## config.mk

```make
export PLATFORM = sky130hd
export DESIGN_NAME = map_rom_arbiter
export DESIGN_NICKNAME = d
export VERILOG_FILES = /design/src/rtl/maze_pkg.sv /design/src/rtl/map_rd_pipe.sv /design/src/rtl/map_rom_arbiter.sv
export SDC_FILE = /design/constraint.sdc
export NUM_CORES = 1
export LEC_CHECK = 0
export BUFFER_PORTS_ARGS = -buffer_cell sky130_fd_sc_hd__buf_2
export CORE_MARGIN = 5
export CORE_UTILIZATION = 50
export DETAILED_ROUTE_END_ITERATION = 12
export PLACE_DENSITY = 0.79
export SYNTH_ARGS = -nofsm -noshare
export SYNTH_HDL_FRONTEND = slang
export SYNTH_SLANG_ARGS = --single-unit
export TNS_END_PERCENT = 20
```

## constraint.sdc

```tcl
create_clock -name clk -period 2.8 [get_ports clk]
set_input_delay 0.42 -clock clk [delete_from_list [all_inputs] [get_ports clk]]
set_output_delay 0.42 -clock clk [all_outputs]
set_load 0.05 [all_outputs]
```

## src/rtl/maze_pkg.sv

```systemverilog
// Shared maze types: map geometry, bank encodings, arbiter FSM states and
// the owner tags carried down the map ROM read pipeline.
package maze_pkg;

    localparam int MAP_WIDTH = 30;
    localparam int MAP_DEPTH = 21;
    localparam int MAP_ADDRW = 5;
    localparam int MAP_BANKW = 2;

    typedef enum logic [1:0] {
        BANK_EASY   = 2'd0,
        BANK_MEDIUM = 2'd1,
        BANK_HARD   = 2'd2
    } bank_t;

    typedef enum logic [1:0] {
        ARB_RUN    = 2'd0,
        ARB_DRAIN  = 2'd1,
        ARB_SWITCH = 2'd2
    } arb_state_t;

    typedef enum logic [1:0] {
        OWN_NONE = 2'd0,
        OWN_VGA  = 2'd1,
        OWN_GAME = 2'd2
    } owner_t;

    // One pipeline slot: who owns the read, the captured column and whether
    // the ROM word must be overridden because the access is out of bounds.
    typedef struct packed {
        owner_t     own;
        logic [7:0] col;
        logic       oob;
    } pipe_tag_t;

endpackage

```

## src/rtl/map_rd_pipe.sv

```systemverilog
// Two-stage read pipeline behind the map ROM: carries owner tag, column and
// out-of-bounds flag through S1/S2 and registers the per-requester results.
module map_rd_pipe
    import maze_pkg::*;
#(
    parameter int WIDTH = MAP_WIDTH
) (
    input  logic             clk,
    input  logic             Reset,
    input  logic             grant_i,
    input  logic [1:0]       grant_own_i,
    input  logic [7:0]       grant_col_i,
    input  logic             grant_oob_i,
    input  logic [WIDTH-1:0] rom_data_i,
    output logic [1:0]       s1_own_o,
    output logic [1:0]       s2_own_o,
    output logic             vga_valid_o,
    output logic [WIDTH-1:0] vga_data_o,
    output logic             game_valid_o,
    output logic             game_hit_o
);

    pipe_tag_t        s1_d, s1_q, s2_q;
    logic             vga_valid_q, game_valid_q, game_hit_q;
    logic [WIDTH-1:0] vga_data_q;
    logic [WIDTH-1:0] col_shift;

    // NOTE: every variable written here gets a default first, so no latch is inferred.
    always_comb begin
        s1_d = '0;
        if (grant_i) begin
            s1_d.own = owner_t'(grant_own_i);
            s1_d.col = grant_col_i;
            s1_d.oob = grant_oob_i;
        end
    end

    // A column past the row width shifts to zero; the oob flag covers that case.
    assign col_shift = rom_data_i >> s2_q.col;

    // NOTE: sequential state uses non-blocking assignments so all stages advance together.
    always_ff @(posedge clk or posedge Reset) begin
        if (Reset) begin
            s1_q         <= '0;
            s2_q         <= '0;
            vga_valid_q  <= 1'b0;
            vga_data_q   <= '0;
            game_valid_q <= 1'b0;
            game_hit_q   <= 1'b0;
        end else begin
            s1_q         <= s1_d;
            s2_q         <= s1_q;
            vga_valid_q  <= (s2_q.own == OWN_VGA);
            game_valid_q <= (s2_q.own == OWN_GAME);
            if (s2_q.own == OWN_VGA) begin
                vga_data_q <= s2_q.oob ? '1 : rom_data_i;
            end
            if (s2_q.own == OWN_GAME) begin
                game_hit_q <= s2_q.oob | col_shift[0];
            end
        end
    end

    assign s1_own_o     = s1_q.own;
    assign s2_own_o     = s2_q.own;
    assign vga_valid_o  = vga_valid_q;
    assign vga_data_o   = vga_data_q;
    assign game_valid_o = game_valid_q;
    assign game_hit_o   = game_hit_q;

endmodule

```

## src/rtl/map_rom_arbiter.sv

```systemverilog
// Shares the synchronous map ROM between the VGA row fetch and the game
// collision lookup, and drains in-flight reads before swapping map banks.
module map_rom_arbiter
    import maze_pkg::*;
#(
    parameter int WIDTH = MAP_WIDTH,
    parameter int DEPTH = MAP_DEPTH,
    parameter int ADDRW = MAP_ADDRW,
    parameter int BANKW = MAP_BANKW
) (
    input  logic                   clk,
    input  logic                   Reset,
    input  logic                   vga_req,
    input  logic [ADDRW-1:0]       vga_row,
    output logic                   vga_valid,
    output logic [WIDTH-1:0]       vga_data,
    input  logic                   game_req,
    input  logic [ADDRW-1:0]       game_row,
    input  logic [7:0]             game_col,
    output logic                   game_valid,
    output logic                   game_hit,
    input  logic [BANKW-1:0]       bank_sel,
    output logic [BANKW-1:0]       bank_cur,
    output logic                   bank_busy,
    output logic [BANKW+ADDRW-1:0] rom_addr,
    input  logic [WIDTH-1:0]       rom_data
);

    localparam logic [ADDRW:0] DEPTH_C = (ADDRW + 1)'(DEPTH);
    localparam logic [8:0]     WIDTH_C = 9'(WIDTH);

    arb_state_t             state_d, state_q;
    logic [BANKW-1:0]       bank_cur_q;
    logic                   bank_busy_q;
    logic [BANKW+ADDRW-1:0] rom_addr_q;

    logic                   grant;
    owner_t                 grant_own;
    logic [ADDRW-1:0]       grant_row;
    logic [7:0]             grant_col;
    logic                   grant_oob;
    logic [1:0]             s1_own_raw, s2_own_raw;
    owner_t                 s1_own, s2_own;
    logic                   vga_busy, game_busy;

    assign s1_own = owner_t'(s1_own_raw);
    assign s2_own = owner_t'(s2_own_raw);

    // A requester is busy exactly while its read occupies S1 or S2.
    assign vga_busy  = (s1_own == OWN_VGA)  || (s2_own == OWN_VGA);
    assign game_busy = (s1_own == OWN_GAME) || (s2_own == OWN_GAME);

    always_comb begin
        state_d   = state_q;
        grant     = 1'b0;
        grant_own = OWN_NONE;
        grant_row = '0;
        grant_col = '0;
        unique case (state_q)
            ARB_RUN: begin
                if (vga_req && !vga_busy) begin
                    grant     = 1'b1;
                    grant_own = OWN_VGA;
                    grant_row = vga_row;
                end else if (game_req && !game_busy) begin
                    grant     = 1'b1;
                    grant_own = OWN_GAME;
                    grant_row = game_row;
                    grant_col = game_col;
                end
                if (bank_sel != bank_cur_q) begin
                    state_d = ARB_DRAIN;
                end
            end
            ARB_DRAIN: begin
                if (s1_own == OWN_NONE && s2_own == OWN_NONE) begin
                    state_d = ARB_SWITCH;
                end
            end
            ARB_SWITCH: state_d = ARB_RUN;
            default:    state_d = ARB_RUN;
        endcase
    end

    // Row bound applies to both requesters; column bound only to collision lookups.
    assign grant_oob = ({1'b0, grant_row} >= DEPTH_C) ||
                       ((grant_own == OWN_GAME) && ({1'b0, grant_col} >= WIDTH_C));

    always_ff @(posedge clk or posedge Reset) begin
        if (Reset) begin
            state_q     <= ARB_RUN;
            bank_cur_q  <= BANKW'(BANK_EASY);
            bank_busy_q <= 1'b0;
            rom_addr_q  <= '0;
        end else begin
            state_q     <= state_d;
            bank_busy_q <= (state_d != ARB_RUN);
            if (state_q == ARB_SWITCH) begin
                bank_cur_q <= bank_sel;
            end
            if (grant) begin
                rom_addr_q <= {bank_cur_q, grant_row};
            end
        end
    end

    map_rd_pipe #(
        .WIDTH (WIDTH)
    ) u_pipe (
        .clk          (clk),
        .Reset        (Reset),
        .grant_i      (grant),
        .grant_own_i  (grant_own),
        .grant_col_i  (grant_col),
        .grant_oob_i  (grant_oob),
        .rom_data_i   (rom_data),
        .s1_own_o     (s1_own_raw),
        .s2_own_o     (s2_own_raw),
        .vga_valid_o  (vga_valid),
        .vga_data_o   (vga_data),
        .game_valid_o (game_valid),
        .game_hit_o   (game_hit)
    );

    assign bank_cur  = bank_cur_q;
    assign bank_busy = bank_busy_q;
    assign rom_addr  = rom_addr_q;

endmodule

```

==> impl_metrics.csv <==
group,metric,value,unit
status,status,"finished clean",
layout,finalNetCount,415,
logic_synthesis,ys_ff_latch,67,
sta,grt_setup_unrepaired,"false",
clock_tree,cts_sinks,67,
pwr,ir_drop,1056,µV
die,start_util,51.83,%
route,drc,0,
die,rows,27,
clock_tree,ctsHoldBuffers,0,
grt,grt_pass1_vias,2335,
logic_synthesis,synthArstFlopShare,100.0,%
clock_tree,ctsResizeCount,0,
layout,antenna_cells,0,
pwr,power_leakage,1.799,nW
setup_path,arrival,2.06,ns
clock_tree,worstSkewPairLatency,0.32,ns
clock_tree,cts_root_buf,"clkbuf_8",
setup_path,critPathMaxFanout,11,
setup_path,cp-start-kind,"flop",
clock_tree,cts_max_level,3,
sta,clock.fmax,544.8,MHz
die,io_pins,97,
layout,drive_gt1_share,35.25,%
route,antenna_left,0,
setup_path,crit_required,3.02,ns
logic_synthesis,syn_nets,323,
route,wl_per_cell,14.82,µm
layout,layout_common_cells,"buf_2, dfrtp_1, nor2_1",
route,first_iter_violations,116,
layout,multi_input_area,1109,µm²
grt,grt_pass1_wl,11030,µm
setup_path,end_kind,"flop",
sta,finalHoldViolations,0,
clock_tree,cts_made_buffers,9,
logic_synthesis,yosysSeqAreaShare,58.39,%
setup_path,cp_slowest_cell,"dfrtp_1",
setup_path,r2r_end,"u_pipe.game_hit_o$_DFFE_PP0P_",
logic_synthesis,synth_area,2872,µm²
run,cap_viol_max_count,0,
sta,tightest_slew,1.064,ns
layout,final_common_cell,"buf_2",
grt,antenna_found_initial,0,
sta,fin_crit,1.835,ns
route,vias,2294,
logic_synthesis,yosysWarnings,0,
die,dieArea,7358,µm²
logic_synthesis,yosysUniqueCellTypes,39,
grt,grt_max_degree,62,
place,dp_hpwl,4914,µm
setup_path,crit_buf_inv,0,
layout,register_area,1677,µm²
setup_path,cp_top_family,"flip-flops",
place,dp.cells,422,
route,first_pass_iters,5,
die,core,5540,µm²
logic_synthesis,synthCells,269,
clock_tree,post_cts_buffers,0,
sta,setup_violations,0,
setup_path,path_class,"flop to flop",
die,die_w,85.78,µm
setup_path,cp_cell_sequence,"mux2i_1 -> mux4_2 -> o2bb2ai_1 -> a311oi_2",
logic_synthesis,synth_edf_count,0,
place,gp_congestion,0.9062,
worst_hold_path,worstHoldPathType,"input port to asynchronous set/reset pin",
logic_synthesis,postSynthAreaPerCell,10.67,µm²
place,port_buffers,96,
setup_path,r2r_slack,0.96,ns
setup_path,r2r-start,"u_pipe.s2_q[2]$_DFF_PP0_",
clock_tree,path_clk_slew,0.07,ns
setup_path,max_stage_delay,0.67,ns
clock_tree,clockBufferDepth,2,
pwr,powerDensity,1330,nW/µm²
sta,max-slew-margin-rel,29.07,%
sta,tns,0,ns
grt,grt_overflow,0,
sta,fin_crit_sh,65.55,%
layout,fill_cells,460,
layout,syn2layout_area_growth,26.27,%
die,die_y,85.78,µm
grt,track_usage,18.86,%
sta,clock_skew,0.009793,ns
route,wl,6492,µm
logic_synthesis,ys.flop_type,"dfrtp_1",
sta,drv_slew,0,
route,via_per_inst,5.237,
setup_path,r2r_cells,4,
clock_tree,cts_tree,"built",
layout,fin_cells,438,
## Yosys cell counts (5+ instances only)
| library cell | number | area, µm² |
|---|---|---|
| dfrtp_1 | 67 | 1677 |
| nor2_1 | 37 | 138.9 |
| nand2_1 | 32 | 120.1 |
| o21ai_0 | 30 | 150.1 |
| clkbuf_1 | 14 | 52.55 |
| and2_1 | 9 | 56.30 |
| mux2i_1 | 9 | 90.09 |
| mux2_2 | 5 | 56.30 |
| nand3_1 | 5 | 25.02 |
| nand4b_1 | 5 | 43.79 |
| o31ai_1 | 5 | 37.54 |
## power by group
group / internal, W / switching, W
sequential: 0.00136 / 0.000278
combinational: 0.000604 / 0.00169
clock: 0.000549 / 0.000347
total: 0.00251 / 0.00231
## routing by layer
metal / track usage [%] / vias to the layer above / share of wire (%) / wire, µm
met1: 25.78 / 1079 / 44 / 2872
met2: 29.94 / 91 / 48 / 3097
met5: 0 / - / 0 / 0
met3: 4.035 / 8 / 6.7 / 436
li1: - / 1116 / - / -
met4: 6.475 / 0 / 1.3 / 86
## state kept, by name, indices dropped and copies added (netlist names)
name / count
bank_cur: 2
u_pipe.s2_own_o: 2
u_pipe.vga_data_o: 30
rom_addr: 7
state_q: 2
bank_busy: 1
u_pipe.game_hit_o: 1
u_pipe.s1_q: 9
u_pipe.s2_q: 9
u_pipe.game_valid_o: 1
u_pipe.s1_own_o: 2
u_pipe.vga_valid_o: 1
## how the worst max path moves through the flow
stage,from,to,slack [ns],cells past startpoint
final,u_pipe.s2_q[2]$_DFF_PP0_,u_pipe.game_hit_o$_DFFE_PP0P_,0.96,4
after detailed placement,u_pipe.s2_q[2]$_DFF_PP0_,u_pipe.game_hit_o$_DFFE_PP0P_,0.97,4
after global placement,u_pipe.s2_q[2]$_DFF_PP0_,u_pipe.game_hit_o$_DFFE_PP0P_,1.11,4
after CTS,u_pipe.s2_q[2]$_DFF_PP0_,u_pipe.game_hit_o$_DFFE_PP0P_,0.97,4
after floorplan,Reset,bank_busy$_DFF_PP0_,0.70,1
after global routing,u_pipe.s2_q[2]$_DFF_PP0_,u_pipe.game_hit_o$_DFFE_PP0P_,0.89,4
## worst register-to-register path: stages, from the launching register on
cell and delay [ns]:
dfrtp_1 0.67, mux2i_1 0.14, mux4_2 0.49, o2bb2ai_1 0.16, a311oi_2 0.27
## kinds of logic after synthesis
group / Yosys count / synth area share (%)
buffers and inverters: 21 / 3.094
XOR/XNOR: 2 / 0.6101
AO/OA/AOI/OAI: 52 / 11.42
flip-flops: 67 / 58.39
AND/OR/NAND/NOR: 109 / 18.26
multiplexers: 18 / 8.235
## through the flow
| stage | worst slack, ns | hold slack (ns) | instance area, µm² | total power [W] | utilization, % |
|---|---|---|---|---|---|
| 6_report | 0.9646 | 0.1888 | 3626 | 0.004821 | 65.45 |
| 5_1_grt | 0.8865 | 0.2372 | 3626 | 0.005121 | 65.45 |
| 4_1_cts | 0.9679 | 0.1986 | 3626 | 0.004862 | 65.45 |
| 3_5_place_dp | 0.9739 | 0.3347 | 3398 | 0.003957 | 61.34 |
| 3_3_place_gp | 1.110 | 0.3326 | 3398 | 0.003894 | 61.34 |
| 2_1_floorplan | 0.6968 | 0.3312 | 2872 | 0.003402 | - |
## cell type report
| class | count | share of cell area (%) |
|---|---|---|
| flip-flops and latches | 67 | 46.24 |
| multi-input cells | 181 | 30.57 |
| repair buffers | 98 | 14.01 |
| clock buffers | 12 | 4.279 |
| well taps | 72 | 2.484 |
| clock inverters | 4 | 2.001 |
| inverters | 4 | 0.4141 |
(Power assumes the default switching activity.)
